## config.mk

```make
export PLATFORM = sky130hd
export DESIGN_NAME = hamming_secded_stream
export DESIGN_NICKNAME = d
export VERILOG_FILES = /design/src/rtl/hamming_secded_stream.sv
export SDC_FILE = /design/constraint.sdc
export NUM_CORES = 1
export LEC_CHECK = 0
export CORE_ASPECT_RATIO = 1.2
export CORE_UTILIZATION = 29
export CTS_CLUSTER_DIAMETER = 30
export DETAILED_ROUTE_END_ITERATION = 10
export GPL_ROUTABILITY_DRIVEN = 1
export GPL_TIMING_DRIVEN = 1
export SKIP_CTS_REPAIR_TIMING = 1
export SLEW_MARGIN = 20
export SYNTH_ARGS = -nofsm -noshare
export SYNTH_HDL_FRONTEND = slang
export SYNTH_SLANG_ARGS = --single-unit
```

## constraint.sdc

```tcl
create_clock -name clk -period 1.9 [get_ports clk]
set_input_delay 0.57 -clock clk [delete_from_list [all_inputs] [get_ports clk]]
set_output_delay 0.57 -clock clk [all_outputs]
set_load 0.03 [all_outputs]
```

## src/rtl/hamming_secded_stream.sv

```systemverilog
`default_nettype none
// =============================================================================
// hamming_secded_stream
// Two-stage pipelined Hamming SECDED encode/decode with valid/ready handshake.
// Rev 1.0
// =============================================================================
module hamming_secded_stream #(
   parameter int DATA_W = 11,
   parameter int PAR_W  = 4,
   parameter int CNT_W  = 16
) (
   input  logic                     clk,
   input  logic                     rst,
   input  logic                     in_valid,
   output logic                     in_ready,
   input  logic                     in_mode,
   input  logic [DATA_W+PAR_W:0]    in_data,
   output logic                     out_valid,
   input  logic                     out_ready,
   output logic                     out_mode,
   output logic [DATA_W+PAR_W:0]    out_data,
   output logic [PAR_W-1:0]         out_syndrome,
   output logic                     out_err_single,
   output logic                     out_err_double,
   input  logic                     clr_cnt,
   output logic [CNT_W-1:0]         cnt_corr,
   output logic [CNT_W-1:0]         cnt_unc
);

   localparam int N    = DATA_W + PAR_W;
   localparam int CW_W = N + 1;

   if (DATA_W > (2 ** PAR_W) - PAR_W - 1) begin : g_param_check
      $error("hamming_secded_stream: DATA_W too large for PAR_W");
   end

   function automatic logic is_data_pos(input int p);
      return (p & (p - 1)) != 0;
   endfunction

   function automatic logic [CW_W-1:0] encode_word(input logic [DATA_W-1:0] d);
      logic [CW_W-1:0]   cw;
      logic [DATA_W-1:0] sh;
      cw = '0;
      sh = d;
      for (int p = 1; p <= N; p++) begin
         if (is_data_pos(p)) begin
            cw[p-1] = sh[0];
            sh      = sh >> 1;
         end
      end
      for (int k = 0; k < PAR_W; k++) begin
         if ((1 << k) <= N) begin
            for (int p = 1; p <= N; p++) begin
               if (is_data_pos(p) && (((p >> k) & 1) != 0))
                  cw[(1<<k)-1] = cw[(1<<k)-1] ^ cw[p-1];
            end
         end
      end
      cw[N] = ^cw[N-1:0];
      return cw;
   endfunction

   function automatic logic [PAR_W-1:0] syndrome_of(input logic [CW_W-1:0] cw);
      logic [PAR_W-1:0] s;
      s = '0;
      for (int p = 1; p <= N; p++) begin
         if (cw[p-1])
            s = s ^ PAR_W'(p);
      end
      return s;
   endfunction

   // Data bits are shifted in from the top so the first one collected lands at bit 0.
   function automatic logic [DATA_W-1:0] extract_data(input logic [CW_W-1:0] cw);
      logic [DATA_W-1:0] d;
      int                cnt;
      d   = '0;
      cnt = 0;
      for (int p = 1; p <= N; p++) begin
         if (is_data_pos(p) && cnt < DATA_W) begin
            d   = (d >> 1) | (DATA_W'(cw[p-1]) << (DATA_W - 1));
            cnt = cnt + 1;
         end
      end
      return d;
   endfunction

   logic             s1_full_q, s1_full_d;
   logic             s1_mode_q, s1_mode_d;
   logic [CW_W-1:0]  s1_word_q, s1_word_d;
   logic [PAR_W-1:0] s1_syn_q,  s1_syn_d;
   logic             s1_par_q,  s1_par_d;

   logic             s2_full_q,   s2_full_d;
   logic             s2_mode_q,   s2_mode_d;
   logic [CW_W-1:0]  s2_data_q,   s2_data_d;
   logic [PAR_W-1:0] s2_syn_q,    s2_syn_d;
   logic             s2_single_q, s2_single_d;
   logic             s2_double_q, s2_double_d;

   logic [CNT_W-1:0] cnt_corr_q, cnt_corr_d;
   logic [CNT_W-1:0] cnt_unc_q,  cnt_unc_d;

   logic             w_s2_open;
   logic             w_in_fire;
   logic             w_out_fire;
   logic [CW_W-1:0]  w_fix;
   logic [CW_W-1:0]  w_res_data;
   logic [PAR_W-1:0] w_res_syn;
   logic             w_res_single;
   logic             w_res_double;

   assign w_s2_open  = !s2_full_q || out_ready;
   assign in_ready   = !rst && (!s1_full_q || w_s2_open);
   assign w_in_fire  = in_valid && in_ready;
   assign w_out_fire = s2_full_q && out_ready;

   always_comb begin
      w_fix        = s1_word_q;
      w_res_data   = '0;
      w_res_syn    = '0;
      w_res_single = 1'b0;
      w_res_double = 1'b0;
      if (!s1_mode_q) begin
         w_res_data = encode_word(s1_word_q[DATA_W-1:0]);
      end else begin
         w_res_syn = s1_syn_q;
         if (s1_syn_q == '0) begin
            // Zero syndrome with odd parity means only the overall-parity bit flipped.
            w_res_single = s1_par_q;
         end else if (!s1_par_q) begin
            w_res_double = 1'b1;
         end else if (int'(s1_syn_q) <= N) begin
            w_res_single = 1'b1;
            for (int p = 1; p <= N; p++) begin
               if (s1_syn_q == PAR_W'(p))
                  w_fix[p-1] = ~w_fix[p-1];
            end
         end else begin
            w_res_double = 1'b1;
         end
         w_res_data = CW_W'(extract_data(w_fix));
      end
   end

   always_comb begin
      s1_full_d   = s1_full_q;
      s1_mode_d   = s1_mode_q;
      s1_word_d   = s1_word_q;
      s1_syn_d    = s1_syn_q;
      s1_par_d    = s1_par_q;
      s2_full_d   = s2_full_q;
      s2_mode_d   = s2_mode_q;
      s2_data_d   = s2_data_q;
      s2_syn_d    = s2_syn_q;
      s2_single_d = s2_single_q;
      s2_double_d = s2_double_q;

      if (w_in_fire) begin
         s1_full_d = 1'b1;
         s1_mode_d = in_mode;
         s1_word_d = in_data;
         s1_syn_d  = in_mode ? syndrome_of(in_data) : '0;
         s1_par_d  = in_mode & (^in_data);
      end else if (s1_full_q && w_s2_open) begin
         s1_full_d = 1'b0;
      end

      if (w_s2_open) begin
         s2_full_d = s1_full_q;
         if (s1_full_q) begin
            s2_mode_d   = s1_mode_q;
            s2_data_d   = w_res_data;
            s2_syn_d    = w_res_syn;
            s2_single_d = w_res_single;
            s2_double_d = w_res_double;
         end
      end
   end

   always_comb begin
      cnt_corr_d = cnt_corr_q;
      cnt_unc_d  = cnt_unc_q;
      if (clr_cnt) begin
         cnt_corr_d = '0;
         cnt_unc_d  = '0;
      end else if (w_out_fire && s2_mode_q) begin
         if (s2_single_q && cnt_corr_q != '1)
            cnt_corr_d = cnt_corr_q + 1'b1;
         if (s2_double_q && cnt_unc_q != '1)
            cnt_unc_d = cnt_unc_q + 1'b1;
      end
   end

   always_ff @(posedge clk) begin
      if (rst) begin
         s1_full_q   <= 1'b0;
         s1_mode_q   <= 1'b0;
         s1_word_q   <= '0;
         s1_syn_q    <= '0;
         s1_par_q    <= 1'b0;
         s2_full_q   <= 1'b0;
         s2_mode_q   <= 1'b0;
         s2_data_q   <= '0;
         s2_syn_q    <= '0;
         s2_single_q <= 1'b0;
         s2_double_q <= 1'b0;
         cnt_corr_q  <= '0;
         cnt_unc_q   <= '0;
      end else begin
         s1_full_q   <= s1_full_d;
         s1_mode_q   <= s1_mode_d;
         s1_word_q   <= s1_word_d;
         s1_syn_q    <= s1_syn_d;
         s1_par_q    <= s1_par_d;
         s2_full_q   <= s2_full_d;
         s2_mode_q   <= s2_mode_d;
         s2_data_q   <= s2_data_d;
         s2_syn_q    <= s2_syn_d;
         s2_single_q <= s2_single_d;
         s2_double_q <= s2_double_d;
         cnt_corr_q  <= cnt_corr_d;
         cnt_unc_q   <= cnt_unc_d;
      end
   end

   assign out_valid      = s2_full_q;
   assign out_mode       = s2_mode_q;
   assign out_data       = s2_data_q;
   assign out_syndrome   = s2_syn_q;
   assign out_err_single = s2_single_q;
   assign out_err_double = s2_double_q;
   assign cnt_corr       = cnt_corr_q;
   assign cnt_unc        = cnt_unc_q;

endmodule
`default_nettype wire

```

==> impl_results.md, run 1 <==
* GRT Residual Overflow at 0
* Final Max Slew Viols at 0
* I/O pins at 79
* Critical-path top delay cell: xnor3_1
* Warnings from Yosys at 0
* Min Clock Period, post-route at 1960 ps
* Routed Antenna Nets at 0
* Port bufs at 78
* Die height at 130 um
* Critical Path Start: s1_word_q[9]
* Max_slew headroom at 50.7%
* Leak at roughly 3.3 nW
* Vias in the first global route at 3593
* Critical Path Sink Type: flip-flop
* CP Class: flip-flop to flip-flop
* Clk pwr share at between 40% and 50%
* Final hold slack at 452 ps
* Clk sinks at 78
* DR pass1 iterations at 4
* Power density cells at 766 nW/um^2
* Seq pwr share at 37.7%
* Pint at 0.00352 W
* Ys flop type: dfxtp_1
* RePlAce Congestion at 0.830
* WL/cell at 13.4 um
* Worst-margin pin slew at 739 ps
* Peak supply drop at ~350 uV
* PnR worst setup slack at -64.9 ps
* Simple-gate portion of the synthesized area at a little over a quarter
* Skew-Pair Late Insertion Delay at 340 ps
* Commonest non-fill, non-tap cell in the layout: dfxtp_1
* Share of flip-flops with an asynchronous set or reset at 0%
* Fraction of synthesized area in multiplexers at 1.51%
* Sw Ratio at 24.4%
* Final #Nets at 627
* Max Cap Viol at 0
* CP Buf/Inv Count at 1
* Final Setup Violations at 1
* Hold path start: out_data[6]
* TritonCTS clock tree: yes
* Synth Area in Adders at 0.629%
* Routed WL at 10.4 mm
* Logic pwr share at 18.9%
* Core box area at about 13000 um^2
* Initial drt markers at roughly 140
* Class of the worst hold path: flip-flop to flip-flop
* PnR Total Power at approximately 0.0047 W
* Die Wd at between 100 and 150 um
* Root buffer cell: clkbuf_16
* Diode count at 0
* Most used cell, CP: xnor3_1
* Deepest clock path buffer count at 2
* Core Util, Final at 45.7%
* CP Launch Type: flip-flop
* Synth Area in Compound Gates at 10.6%
* Syn_area_per_cell at 8.60 um^2
* RSZ-0062 raised after global routing: yes
* Final hold violation count at 0
* Mapped Cells at 463
* Share of cells above drive strength 1 at 18.8%
* Status: finished with violations
* EDFF count, synth at 0
* Initial Util at 29.9%
* Sequential fraction of the synthesis area at roughly two fifths
* Largest net degree at the start of global routing at 47
* Critical R2R Launch: s1_word_q[9]
* Residual DRC count at 0
* Vias/cell at 4.70
* Commonest cells after routing, fill and taps aside: dfxtp_1, buf_4, nand2_1
* Layout area overhead at 52.6%
* Combinational family with the most area after synthesis: simple AND/OR/NAND/NOR gates
* Gr usage total at 15.2%
* Critical path, cell by cell: buf_6 -> xnor3_1 -> xor2_1 -> xnor3_1 -> or3_4 -> a21oi_2
* Xor/xnor cell area share of the yosys netlist at 18.7%
* Final period utilization at 103%
* Clk slew on worst S/H paths at 60 ps
* Netlist cell types at 41
* Switching pwr at 0.00113 W
* First-pass GRT wire length at 16.8 mm
* Crit-path max FO at 3
* Failing checks: negative setup slack
* Crit path largest cell delay at 440 ps
* # rows at 46
* Largest cells by area after synthesis: dfxtp_1, xnor2_1, nand2_1
* Largest delay share family, worst path: XOR/XNOR gates
* Skew final at 11.6 ps
* Antenna violations before repair at 0
* Required time of the critical path at ~2200 ps
* Max Clock Freq at around 500 MHz
* Post-synth top area cell: dfxtp_1
* Die area at ~14000 um^2
* Net count after synthesis at ~500
* Post-synth top area share at 39.2%
* Synthesis-stage register bit count at 78
* Vias at 3650
* Post-DP HPWL at 7.86 mm
* Crit path DAT at 2230 ps
* CTS Buf Count at 9
* H-Tree Depth at 3
* Cell Area, Synth at 3980 um^2
state kept, by name, summed over array words and instances, names as in the netlist:
name	flops
cnt_corr	16
cnt_unc	16
out_data	16
out_err_double	1
out_err_single	1
out_mode	1
out_syndrome	4
out_valid	1
s1_full_q	1
s1_mode_q	1
s1_par_q	1
s1_syn_q	4
s1_word_q	15
metal layers:
layer	vias up	part of all wire [%]	GRT usage (%)
met3	15	5.5	3.45
met5	-	0	0
met1	1641	43	17.6
li1	1896	-	-
met2	98	49	27.0
met4	0	1.8	5.56
synthesized netlist by cell type, types with 3 or more instances:
master and number:
dfxtp_1 78, nand2_1 66, nor2_1 48, xnor2_1 44, a21oi_1 31, clkbuf_1 23
nand3_1 21, nand3b_1 21, xor2_1 18, a211oi_1 11, o21ai_0 11, nand4_1 10
or3_1 9, a311o_1 7, and4_1 7, mux2i_1 6, nor4_1 6, xnor3_1 6
and3_1 4, nor3_1 4, nor4b_1 4, nand2b_1 3
cells by family (layout without fill, tap and decap cells):
family,after synthesis,in the layout
adder cells (fa/ha/maj),2,2
flip-flops,78,78
multiplexers,6,6
AND/OR/NAND/NOR,211,211
XOR/XNOR,71,71
buffers and inverters,28,173
AO/OA/AOI/OAI,67,67
through the flow:
| stage | cell area (um^2) | cells | setup WS (ps) | setup TNS (ps) |
|---|---|---|---|---|
| 3_3_place_gp | 5460 | 754 | -435 | -17700 |
| 2_1_floorplan | 3990 | 463 | 7.09 | 0 |
| 4_1_cts | 5820 | 770 | -367 | -4780 |
| 3_5_place_dp | 5460 | 754 | -451 | -18260 |
| 6_report | 6070 | 776 | -64.9 | -64.9 |
| 5_1_grt | 6070 | 776 | -134 | -150 |
layout make-up:
cell class / count / area, um^2
clock inverter: 6 / 116
tap: 168 / 210
sequential: 78 / 1560
inverter: 2 / 7.51
timing repair buffer: 155 / 1580
multi-input combinational: 357 / 2360
fill: 1251 / 7220
clock buffer: 10 / 239
power groups by stage:
stage | registers [W] | logic, W | clock network (W)
final | 0.00175 | 0.000877 | 0.00202
after global routing | 0.00176 | 0.000951 | 0.00212
after CTS | 0.00175 | 0.000825 | 0.00206
after detailed placement | 0.00179 | 0.000818 | 0
after global placement | 0.00179 | 0.000816 | 0
after floorplan | 0.00182 | 0.000466 | 0
worst paths after layout:
kind              cells past startpoint  slack (ps)           end
setup reg to reg                      6         -60  out_data[15]
hold reg to reg                       2         450   out_data[6]
setup / recovery                      6         -60  out_data[15]
hold / removal                        2         450   out_data[6]
worst reg2reg max path, stage by stage, from the launching register on:
cell and delay (ps):
dfxtp_2 320, buf_6 110, xnor3_1 350, xor2_1 200, xnor3_1 440, or3_4 370
a21oi_2 110
(Power assumes the default switching activity.)
==> run 2: changes to the inputs <==
--- a/config.mk
+++ b/config.mk
@@ -5,11 +5,10 @@
 export SDC_FILE = /design/constraint.sdc
 export NUM_CORES = 1
 export LEC_CHECK = 0
-export CORE_ASPECT_RATIO = 1.2
 export CORE_UTILIZATION = 29
-export CTS_CLUSTER_DIAMETER = 30
+export CTS_CLUSTER_DIAMETER = 60
 export DETAILED_ROUTE_END_ITERATION = 10
-export GPL_ROUTABILITY_DRIVEN = 1
+export GPL_ROUTABILITY_DRIVEN = 0
 export GPL_TIMING_DRIVEN = 1
 export SKIP_CTS_REPAIR_TIMING = 1
 export SLEW_MARGIN = 20
==> run 2 against run 1 <==
  * The run now ends clean
  * Clock skew down 2.5 ps
  * Sequential share of layout area increased by 0.78 points
  * Worst setup slack better by 93 ps
  * Cell area fell by 2.9%
  * Combinational power decreased by 2.6%
  * First-iteration DRC count grew 39%
  * Maximum frequency grew 5.0%
  * Via count fell by 0.41%
  * Wire length decreased by 0.37%
  * Register-to-register slack better by 90 ps
  * Critical path type unchanged
  * Largest power group is now registers
==> impl_results.md, run 2 (same netlist as run 1, synthesis figures left out) <==
* Routed Antenna Nets at 0
* Root buffer cell: clkbuf_16
* Power density cells at 708 nW/um^2
* Final #Nets at 616
* Max Cap Viol at 0
* Class of the worst hold path: flip-flop to flip-flop
* RSZ-0062 raised after global routing: yes
* Max Clock Freq at 534 MHz
* TritonCTS clock tree: yes
* Final Setup Violations at 0
* Crit path DAT at 2140 ps
* Non-Filler Cell Area, Final at about 5900 um^2
* Skew-Pair Late Insertion Delay at between 300 and 400 ps
* Skew final at 9.11 ps
* Crit-path max FO at 5
* Initial drt markers at 192
* Antenna violations before repair at 0
* Min Clock Period, post-route at 1870 ps
* Critical path, cell by cell: buf_6 -> xnor3_1 -> xor2_2 -> xnor3_1 -> or3_1 -> a21oi_1
* PnR worst setup slack at 28.5 ps
* Peak supply drop at approximately 450 uV
* GRT Residual Overflow at 0
* H-Tree Depth at 3
* Residual DRC count at 0
* Die Wd at roughly 120 um
* Post-place setup slack at -442 ps
* Number of cells on the worst hold path at 2
* Largest net degree at the start of global routing at 47
* Final Max Slew Viols at 0
* Critical-path top delay cell: xnor3_1
* Leak at 3.17 nW
* Port bufs at just under 80
* Status: completed
* Vias in the first global route at 3497
* Commonest cells after routing, fill and taps aside: dfxtp_1, nand2_1, dlymetal6s2s_1
* Crit path largest cell delay at 410 ps
* Vias at 3635
* Filler Cells Inserted at 1296
* Post-DP HPWL at 7.71 mm
* First-pass GRT wire length at approximately 17 mm
* I/O pins at 79
* Deepest clock path buffer count at 2
* DP Area at 5420 um^2
* CP Launch Type: flip-flop
* Gr usage total at around 15%
* Final hold slack at 446 ps
* Reg2Reg Depth at 6
* Share of cells above drive strength 1 at between 10% and 20%
* Clk sinks at 78
* WL/cell at 13.4 um
* Initial Util at about 30%
* Critical Path Sink Type: flip-flop
* Required time of the critical path at roughly 2200 ps
* Routed WL at 10.3 mm
* Final hold violation count at 0
* Most used cell, CP: xnor3_1
* DR pass1 iterations at 4
* Critical path depth at 6
* Core box area at ~13000 um^2
* Commonest non-fill, non-tap cell in the layout: dfxtp_1
* Largest delay share family, worst path: XOR/XNOR gates
* Worst-margin pin slew at 548 ps
* CP Class: flip-flop to flip-flop
* Layout area overhead at 48.2%
* Die height at about 120 um
* # rows at 42
* Max_slew headroom at between 60% and 70%
* Vias/cell at 4.72
* Diode count at 0
* Clk slew on worst S/H paths at 60 ps
* Die area at 14200 um^2
* Final period utilization at 98.5%
* CP Buf/Inv Count at 1
* CTS Buf Count at 9
run 2: metrics by stage:
stage / power, W / setup TNS [ps] / std cells / utilization (%)
floorplan: 0.00228 / 0 / 463 / -
global placement: 0.00260 / -13450 / 753 / 40.7
detailed placement: 0.00261 / -15750 / 753 / 40.7
CTS: 0.00419 / -4930 / 766 / 42.7
global route: 0.00437 / -56.4 / 770 / 44.4
finish: 0.00417 / 0 / 770 / 44.4
run 2: routing by layer:
layer,global-route usage (%),vias up,wire [um]
met5,0,-,0
met1,18.3,1658,4650
met2,25.1,94,4970
met3,3.26,14,545
met4,4.98,0,160
li1,-,1869,-
run 2: report_power, final:
| part | switching (W) | total [W] | internal (W) |
|---|---|---|---|
| combinational | 0.000381 | 0.000854 | 0.000473 |
| clock | 0.000636 | 0.00157 | 0.000934 |
| sequential | 0.0000545 | 0.00175 | 0.00170 |
run 2: worst paths after layout:
path / end / from / slack [ps]
min: out_syndrome[1] / out_syndrome[1] / 450
max: out_data[15] / s1_word_q[9] / 30
min reg2reg: out_syndrome[1] / out_syndrome[1] / 450
max reg2reg: out_data[15] / s1_word_q[9] / 30
run 2: worst min-delay path: stages (launching register included):
cell and delay (ps):
dfxtp_1 300, nand2_1 50, a21oi_1 50
run 2: area by class of cell:
type,instances,area (um^2),area share (%)
clock buffer,12,256,4.35
clock inverter,1,7.51,0.127
inverter,2,7.51,0.127
multi-input combinational,357,2340,39.8
sequential,78,1560,26.5
tap,176,220,3.73
timing repair buffer,144,1500,25.4
